## src/rtl/fft_helpers_twiddle_stream.sv

```systemverilog
`default_nettype none
// ============================================================================
// Module      : fft_helpers_twiddle_stream
// Description : Streaming sine/cosine sample generator. A quarter-wave table
//               of sin(2*pi*i/N), i in [0, N/4], is built at elaboration.
//               Each accepted request emits a burst of cfg_len samples,
//               starting at cfg_phase and advancing by cfg_step (mod N).
//               The samples go out over a val/rdy stream.
// Ports       : clk, reset                - clock, synchronous active-high reset
//               cfg_val/cfg_rdy           - burst request handshake (ready in IDLE)
//               cfg_phase/cfg_step/cfg_len- start phase, phase step, burst length
//               send_val/send_rdy         - sample handshake
//               send_sin/send_cos         - signed Q(W-D).D sine / cosine
//               send_idx/send_last        - phase index, final-sample flag
// Config      : FFT_HELPERS_TWIDDLE_STREAM_COS_EN - when defined, send_cos
//               carries cos(2*pi*idx/N); otherwise send_cos is tied to 0.
// Revision    : 1.0 - initial release
// ============================================================================
module fft_helpers_twiddle_stream #(
  parameter int N    = 8,
  parameter int W    = 32,
  parameter int D    = 16,
  parameter int LENW = 16
) (
  input  logic                 clk,
  input  logic                 reset,
  input  logic                 cfg_val,
  output logic                 cfg_rdy,
  input  logic [$clog2(N)-1:0] cfg_phase,
  input  logic [$clog2(N)-1:0] cfg_step,
  input  logic [LENW-1:0]      cfg_len,
  output logic                 send_val,
  input  logic                 send_rdy,
  output logic [W-1:0]         send_sin,
  output logic [W-1:0]         send_cos,
  output logic [$clog2(N)-1:0] send_idx,
  output logic                 send_last
);

  localparam int  PW = $clog2(N);
  localparam int  QN = N / 4;
  localparam int  IW = (QN > 0) ? $clog2(QN + 1) : 1;
  localparam real PI = 3.14159265358979323846;

  // --------------------------------------------------------------------------
  // Elaboration-time parameter checks
  // --------------------------------------------------------------------------
  if ((N < 4) || ((N & (N - 1)) != 0)) begin : g_chk_n
    $error("fft_helpers_twiddle_stream: N must be a power of 2 and >= 4");
  end
  if (D >= 31) begin : g_chk_d
    $error("fft_helpers_twiddle_stream: D must be < 31");
  end
  if (W < D + 2) begin : g_chk_w
    $error("fft_helpers_twiddle_stream: W must be >= D+2");
  end

  // --------------------------------------------------------------------------
  // Quarter-wave table, round-half-away-from-zero. The N/4 entry is forced to
  // exactly 1.0 so the peak never depends on floating-point rounding.
  // --------------------------------------------------------------------------
  logic [W-1:0] tab [0:QN];

  for (genvar g = 0; g <= QN; g++) begin : g_tab
    localparam real S  = $sin(2.0 * PI * real'(g) / real'(N));
    localparam real SC = S * real'(1 << D);
    localparam int  TV = (g == QN) ? (1 << D)
                                   : $rtoi((SC >= 0.0) ? (SC + 0.5) : (SC - 0.5));
    assign tab[g] = W'(TV);
  end

  // Quadrant folding: q0 T[r], q1 T[N/4-r], q2 -T[r], q3 -T[N/4-r]
  function automatic logic [W-1:0] lookup(input logic [PW-1:0] p);
    logic [1:0]    q;
    logic [IW-1:0] r;
    logic [W-1:0]  v;
    q = 2'(p >> (PW - 2));
    r = IW'(p % PW'(QN));
    case (q)
      2'd0:    v = tab[r];
      2'd1:    v = tab[IW'(QN) - r];
      2'd2:    v = -tab[r];
      default: v = -tab[IW'(QN) - r];
    endcase
    return v;
  endfunction

  // --------------------------------------------------------------------------
  // FSM and datapath registers
  // --------------------------------------------------------------------------
  typedef enum logic [0:0] {
    IDLE = 1'b0,
    RUN  = 1'b1
  } state_t;

  state_t          state, state_nx;
  logic [PW-1:0]   phase;
  logic [PW-1:0]   step;
  logic [LENW-1:0] remaining;

  logic cfg_go;   // non-empty request accepted this cycle
  logic adv;      // sample accepted with more samples still to come

  always_ff @(posedge clk) begin
    if (reset) begin
      state     <= IDLE;
      phase     <= '0;
      step      <= '0;
      remaining <= '0;
    end else begin
      state <= state_nx;
      if (cfg_go) begin
        phase     <= cfg_phase;
        step      <= cfg_step;
        remaining <= cfg_len;
      end else if (adv) begin
        phase     <= phase + step;   // wraps naturally mod N
        remaining <= remaining - 1'b1;
      end
    end
  end

  always_comb begin
    state_nx  = state;
    cfg_rdy   = 1'b0;
    send_val  = 1'b0;
    send_last = 1'b0;
    cfg_go    = 1'b0;
    adv       = 1'b0;
    case (state)
      IDLE: begin
        cfg_rdy = 1'b1;
        // A zero-length request completes the handshake and is dropped.
        if (cfg_val && (cfg_len != '0)) begin
          cfg_go   = 1'b1;
          state_nx = RUN;
        end
      end
      RUN: begin
        send_val  = 1'b1;
        send_last = (remaining == LENW'(1));
        if (send_rdy) begin
          if (send_last) state_nx = IDLE;
          else           adv      = 1'b1;
        end
      end
      default: state_nx = IDLE;
    endcase
    // Reset masks the handshake outputs and blocks any register update.
    if (reset) begin
      cfg_rdy   = 1'b0;
      send_val  = 1'b0;
      send_last = 1'b0;
      cfg_go    = 1'b0;
      adv       = 1'b0;
    end
  end

  // --------------------------------------------------------------------------
  // Sample outputs: purely a function of the phase register.
  // --------------------------------------------------------------------------
  assign send_idx = reset ? '0 : phase;
  assign send_sin = reset ? '0 : lookup(phase);

`ifdef FFT_HELPERS_TWIDDLE_STREAM_COS_EN
  // cos(p) = sin(p + N/4); the add wraps mod N in PW bits.
  assign send_cos = reset ? '0 : lookup(phase + PW'(QN));
`else
  assign send_cos = '0;
`endif

endmodule
`default_nettype wire
```

## config.mk

```make
export PLATFORM = sky130hd
export DESIGN_NAME = fft_helpers_twiddle_stream
export DESIGN_NICKNAME = d
export VERILOG_FILES = /design/src/rtl/fft_helpers_twiddle_stream.sv
export SDC_FILE = /design/constraint.sdc
export NUM_CORES = 1
export LEC_CHECK = 0
export CAP_MARGIN = 30
export CORE_ASPECT_RATIO = 0.6
export CORE_MARGIN = 4
export CORE_UTILIZATION = 41
export CTS_BUF_LIST = sky130_fd_sc_hd__clkbuf_4 sky130_fd_sc_hd__clkbuf_8
export CTS_CLUSTER_DIAMETER = 40
export DETAILED_ROUTE_END_ITERATION = 10
export HOLD_SLACK_MARGIN = 0.06
export PLACE_DENSITY_LB_ADDON = 0.15
export SLEW_MARGIN = 20
export SYNTH_ARGS = -nofsm -noshare
export SYNTH_HDL_FRONTEND = slang
export SYNTH_SLANG_ARGS = --single-unit
```

## constraint.sdc

```tcl
create_clock -name clk -period 3 [get_ports clk]
set_clock_uncertainty 0.2 [all_clocks]
set_input_delay 0.45 -clock clk [delete_from_list [all_inputs] [get_ports clk]]
set_output_delay 0.45 -clock clk [all_outputs]
set_load 0.01 [all_outputs]
```

* Word level (Yosys, flattened, before mapping)
Cells that the tools add are included.
** Cells by class
- Reduce and logical (&&, ||, !) cells :: 4
- $add $sub $neg :: 5
- Equality and inequality tests :: 3
- Bitwise logic cells :: 3
- Multiplexer cells :: 28
- Order comparisons :: 2
** Operators by type and width (number)
- 32-bit 2-to-1 mux :: 5
- 32-bit binary-select mux with 2-bit select :: 2
- 32-bit case mux with 3 select lines :: 1
- 32-bit negation :: 2
- 16-bit 2-to-1 mux :: 2
- 16-bit by 1-bit equality test with 1-bit output (second input constant) :: 1
- 16-bit nonzero test :: 1
- 16-bit by 1-bit subtractor with 16-bit output (second input constant) :: 1
- 1-bit 2-to-1 mux :: 14
- 3-bit 2-to-1 mux :: 3
- 3-bit >= comparator (second input constant) :: 2
- 3-bit adder :: 1
- 1-bit inverter with 3-bit output :: 1
- 2-bit inverter with 3-bit output :: 1
- 2-bit by 1-bit equality test with 1-bit output (second input constant) :: 1
- 2-bit equality test (second input constant) :: 1
- 2-bit zero test :: 1
- 1-bit case mux with 2 select lines :: 1
- 2-bit nonzero test :: 1
- 2-bit by 1-bit subtractor with 2-bit output (first input constant) :: 1
- 1-bit logical AND :: 1
- 1-bit inverter :: 1
** Word-level totals
- Flip-flop bits (word level) :: 23
- Input bits :: 26
- Output and inout bits :: 70

* Logic depth before layout (Yosys ltp)
Gate-level depths: netlist of run 1.
- Depth after elaboration :: 8
- Depth in mapped cells :: 8
- Depth with buffers taken out :: 7

* Least setup slack after synthesis of run 1
OpenSTA, ideal clock, no wires.
- Path kind :: flip-flop to output port
- From :: reg remaining[6]
- To :: out send_last
- Path slack :: 797 ps
- Cell stages (with the launch flop) :: 6
- Data arrival time :: 1553 ps
- Path buffers :: 1
- Data required time :: 2350 ps
- Cells stage by stage :: dfxtp_1 or4_1 buf_2 nor2_1 nand4_1 nor3b_1
** On the way
- Word-level cells in the longest chain between the ends :: 3
** RTL lines
- from (decl) :: line 99 : logic [LENW-1:0] remaining;
- from (signal assigned) :: line 115 : remaining <= cfg_len;
- from (signal assigned) :: line 118 : remaining <= remaining - 1'b1;
- 16-bit by 1-bit equality test with 1-bit output :: line 141 : send_last = (remaining == LENW'(1));
- 1-bit 2-to-1 mux :: line 130 : case (state)
- 1-bit 2-to-1 mux :: line 150 : if (reset) begin
- to (decl) :: line 37 : output logic send_last
Every way passes these cells.

* Worst setup path in the final report of run 1
- From :: in reset
- To :: out send_sin[10]
** On the way
- Word-level cells in the longest chain between the ends :: 1
** RTL lines
- from (decl) :: line 26 : input logic reset,
- 32-bit 2-to-1 mux :: line 163 : assign send_sin = reset ? '0 : lookup(phase);
- to (decl) :: line 34 : output logic [W-1:0] send_sin,
Every way passes these cells.

==> impl_metrics.ini, run 1 <==
[outcome]
outcome = completed

[worst_setup_path]
critPathBufInv = 2
reg2regPathDepth = 6
worstSetupPathType = in -> out
cpPeakStageDelay_ns = 0.61
path_cells = clkdlybuf4s50_1 > nor2_1 > nor2b_1 > clkdlybuf4s50_1
crit_cells = 4
crit_top_cell = clkdlybuf4s50_1
crit_path_max_fanout = 6
cp_data_required_time_ns = 2.35
end_kind = output port
path_delay_family = buffers and inverters
worst_setup_path_start_kind = primary input
cpMaxStageDelayCell = clkdlybuf4s50_1
cp.arrival_ns = 2.18

[cts]
cts_made_buffers = 3
insertion_delay_ns = 0.27
cts_tree = yes
clk_pin_slew_ns = 0.08
htree_num_levels = 1
cts_sinks = 23
cts_hold_buf = 0
clockBufferDepth = 2
cts_root_buf = clkbuf_8

[placement]
place_ws_ns = 0.1555
dpl.hpwl_um = 4132
gp_congestion = 0.9121
placed_cell_area_um2 = 2285
port_buffers = 63

[routing]
drt_pass1_iterations = 4
drc = 0
drt_iter0_drc = 158
vias = 1703
vias_per_cell = 4.980
wire_per_inst_um = 14.91
wl_um = 5098
postRouteAntennaNets = 0

[finish]
drive_gt1_frac = 0.09574
seqCellArea_um2 = 460.4
multi_input_area_um2 = 980.9
synthToLayoutAreaGrowth_pct = 28.33
diodes = 0
final_util = 0.5588
fin_area_um2 = 2341
nets = 313
fill_cells = 393

[sta]
layout_min_cycle_time_ns = 2.829
period_share = 0.9430
rsz0062_at_grt = no
slew_headroom = 0.6272
slew_violations = 0
setup_viol = 0
fin_ws_ns = 0.1710
hold_viol_final = 0
finalSetupTns_ns = 0
worst_pin_slew_ns = 0.5546
max_freq_mhz = 353.5

[floorplan]
die_x_um = 94.12
core_um2 = 4189
row_count = 18
io_pins = 96
die_area_um2 = 5616
die_h_um = 59.67
start_util = 0.4355

[synthesis]
ys.flop_type = dfxtp_1
synth_edf_count = 0
async_flop_share = 0
synth_cell_type_count = 42
syn_inst = 236
synth_warnings = 0
synth-seq-cells = 23
avgSynthCellArea_um2 = 7.730
netlist_area_um2 = 1824
ys_seq_area_frac = 0.2524

[min_path]
hold_path_class = reg -> reg
timing.hold.worst_path_depth = 2

[grt]
track_usage = 0.1737
grt-ovfl-total = 0
antenna_found_initial = 0
grt_pass1_vias = 1427
grt_max_degree = 23
grt_pass1_wl_um = 7500

[pwr]
power.total_uw = 894.0
p_per_area_nw_per_um2 = 381.9
leakage_nw = 0.9230
peakVddDrop_mv = 0.1794

[flow_run]
cap_violations = 0
synth_stat cells (all sizes together), types with 5 or more instances:
master	instances	share of area
a21oi	15	0.041
nand2	29	0.060
dfxtp	23	0.25
a31oi	6	0.021
nor2	10	0.021
buf	61	0.25
inv	6	0.012
nor4	8	0.034
a22oi	5	0.021
clkbuf	7	0.014
nand3	5	0.014
o311ai	5	0.024
cell families after synthesis:
family	count (synthesis)	synth area share
adder cells (fa/ha/maj)	4	0.03155
flip-flops	23	0.2524
buffers and inverters	74	0.2764
other	1	0.002056
AND/OR/NAND/NOR	81	0.2332
XOR/XNOR	2	0.009604
AO/OA/AOI/OAI	51	0.1948
state kept, by name, summed over array words and instances (netlist names):
register	cells
remaining	16
phase	3
step	3
state	1
final timing paths:
| check | from | to | slack, ns |
|---|---|---|---|
| worst max-delay path | reset | send_sin[10] | 0.17 |
| worst min register to register | step[0] | step[0] | 0.28 |
| worst min-delay path | step[0] | step[0] | 0.28 |
| worst max register to register | remaining[6] | remaining[15] | 0.64 |
routing by layer:
metal	track usage	vias up	part of all wire
li1	-	845	-
met1	0.2641	779	0.47
met2	0.2200	73	0.42
met3	0.06918	6	0.098
met4	0.04527	0	0.0078
met5	0	-	0
power by group:
| group | switching, mW | total [mW] | internal [mW] |
|---|---|---|---|
| Clock | 0.107 | 0.211 | 0.104 |
| Combinational | 0.168 | 0.321 | 0.153 |
| Sequential | 0.0295 | 0.362 | 0.332 |
placed cells by master (no fill, tap or decap), types with 4 or more instances in the layout:
cell / synthesis / layout
conb_1: 1 / 32
a31oi_1: 6 / 6
dfxtp_1: 23 / 23
inv_1: 6 / 6
nor2_1: 10 / 10
buf_4: 60 / 16
nor2b_1: 4 / 4
a21oi_1: 15 / 15
o311ai_0: 5 / 5
or3_1: 4 / 4
nand2_1: 29 / 29
clkdlybuf4s50_1: 0 / 62
nand3_1: 5 / 5
a22oi_1: 5 / 5
nor4_1: 6 / 6
nor3_1: 4 / 4
nand4_1: 4 / 4
area by class of cell:
cell class,instances,share of cell area
Clock buffer,4,0.02084
Tap cell,60,0.03207
Timing Repair Buffer,79,0.3218
Inverter,6,0.009621
Multi-Input combinational cell,170,0.4190
Sequential cell,23,0.1967
worst register-to-register path: stages (launching register included):
cell     delay [ns]
dfxtp_1        0.38
or4_1          0.57
buf_4          0.18
nor4_2         0.49
nand2_1        0.12
a32oi_1        0.22
a31oi_1        0.10
per-stage QoR:
step	hold WS (ns)	std cells
2_1_floorplan	0.2400	267
3_3_place_gp	0.2594	338
3_5_place_dp	0.2663	338
4_1_cts	0.2783	342
5_1_grt	0.3016	342
6_report	0.2764	342
timing repair:
| action | CTS | global route |
|---|---|---|
| setup buffers | 0 | 0 |
| gates resized for setup | 0 | 2 |
| endpoints found under the setup margin | 0 | 1 |
Note: power is estimated with default switching activity, not from simulation.
==> inputs of run 2 (changes only) <==
- SKIP_CTS_REPAIR_TIMING: unset -> 1
==> results of run 2 <==
Same layout as run 1: the final DEF is identical, and so are final timing and power.
==> inputs of run 3 (changes only) <==
- CORE_ASPECT_RATIO: 0.6 -> unset
- clock period: 3 -> 2.9 ns (I/O delays scaled with it)
==> run 3 against run 2 <==
Die area decreased by 0.62%. Routed wire length shrank 7.6%. Critical path depth up 2. Count of clock-buffer cells in the layout unchanged. Clock power about the same. Total power is 2.7% higher. First-iteration DRC count fell by 53%. Via count up 2.7%. Critical path type unchanged. Cell count down 1.8%.
==> impl_metrics.ini, run 3 (synthesis gave the netlist of run 1 again) <==
[finish]
diodes = 0
largest_register = remaining
synthToLayoutAreaGrowth_pct = 29.01
fin_area_um2 = 2354
drive_gt1_frac = 0.1049
final_util = 0.5679
reg.largest.list = remaining: 16 flops, phase: 3 flops, step: 3 flops
nets = 317
fill_cells = 429
layout_commonest_cell = clkdlybuf4s50_1
largest_reg_flops = 16
most-common-layout-cells = clkdlybuf4s50_1 (62), conb_1 (32), nand2_1 (29)

[floorplan]
die_area_um2 = 5581
die_h_um = 74.71
die_x_um = 74.71
start_util = 0.4402
row_count = 23
core_um2 = 4144
io_pins = 96

[sta]
whs_ns = 0.2660
hold_viol_final = 0
rsz0062_at_grt = no
finalSetupTns_ns = 0
worst_pin_slew_ns = 0.6200
slew_violations = 0
layout_min_cycle_time_ns = 2.726
setup_viol = 0
period_share = 0.9401
slew_headroom = 0.5832
max_freq_mhz = 366.8

[worst_setup_path]
rr_endpoint = remaining[15]
crit_path_max_fanout = 15
end_kind = output port
cp_data_required_time_ns = 2.27
worst_setup_path_start_kind = primary input
reg2regPathDepth = 6
timing.rr.start = remaining[7]
worst-r2r-setup-slack_ns = 0.56
cp.arrival_ns = 2.09
worstSetupPathType = in -> out

[routing]
vias = 1749
drt_pass1_iterations = 4
drc = 0
drt_iter0_drc = 75
wl_um = 4712
postRouteAntennaNets = 0
wire_per_inst_um = 14.02
vias_per_cell = 5.205

[cts]
clockBufferDepth = 2
insertion_delay_ns = 0.26
cts_sinks = 23
cts_made_buffers = 3
clk_pin_slew_ns = 0.08
cts_root_buf = clkbuf_8
cts_tree = yes
htree_num_levels = 1

[min_path]
timing.hold.worst_path_depth = 2
holdPathEnd = step[0]
min_from = step[0]
hold_path_class = reg -> reg

[grt]
grt_max_degree = 16
grt-ovfl-total = 0
track_usage = 0.1616
antenna_found_initial = 0
grt_pass1_wl_um = 7120
grt_pass1_vias = 1506

[placement]
placed_cell_area_um2 = 2302
gp_congestion = 0.8593
port_buffers = 63
dpl.hpwl_um = 3829

[pwr]
p_per_area_nw_per_um2 = 390.0
peakVddDrop_mv = 0.1931
leakage_nw = 0.9434

[flow_run]
cap_violations = 0

[outcome]
outcome = completed
[run 3: how the worst max path moves through the flow]
stage	slack, ns	depth (start not counted)	from	endpoint
final	0.17	6	reset	send_sin[26]
after global routing	0.05	6	reset	send_sin[23]
after CTS	0.009	5	remaining[7]	send_last
after detailed placement	0.17	6	reset	send_sin[26]
after global placement	0.20	6	reset	send_sin[27]
after floorplan	0.70	8	remaining[1]	remaining[9]
[run 3: final cells by class]
type	instances	area [µm²]	area share
Multi-Input combinational cell	170	975.9	0.4147
Timing Repair Buffer	83	783.3	0.3328
Sequential cell	23	460.4	0.1956
Tap cell	50	62.56	0.02658
Clock buffer	4	48.80	0.02073
Inverter	6	22.52	0.009569
[run 3: layer usage]
layer	vias to the layer above	wire, µm	share of wire	track usage
met5	-	0	0	0
met4	0	32	0.0068	0.03557
met2	105	2148	0.46	0.2780
met3	5	568	0.12	0.01869
li1	851	-	-	-
met1	788	1963	0.42	0.2180
[run 3: report_power, final]
part	total, mW	internal (mW)	switching [mW]	leakage (nW)
Clock	0.211	0.107	0.103	0.0262
Combinational	0.336	0.164	0.172	0.728
Sequential	0.371	0.344	0.0270	0.189
Total	0.918	0.615	0.303	0.943
[run 3: stage by stage]
step,worst slack (ns),power [mW],cells
after global routing,0.05150,0.9703,336
after floorplan,0.6987,0.6024,267
after CTS,0.008642,0.9189,336
after detailed placement,0.1728,0.7116,332
final,0.1738,0.9180,336
after global placement,0.2035,0.7108,332
[run 3: worst max-delay path, stage by stage]
cell and delay, ns:
clkdlybuf4s50_1 0.43, buf_4 0.17, nor2b_1 0.16, o21a_1 0.16, buf_4 0.18, clkdlybuf4s50_1 0.56
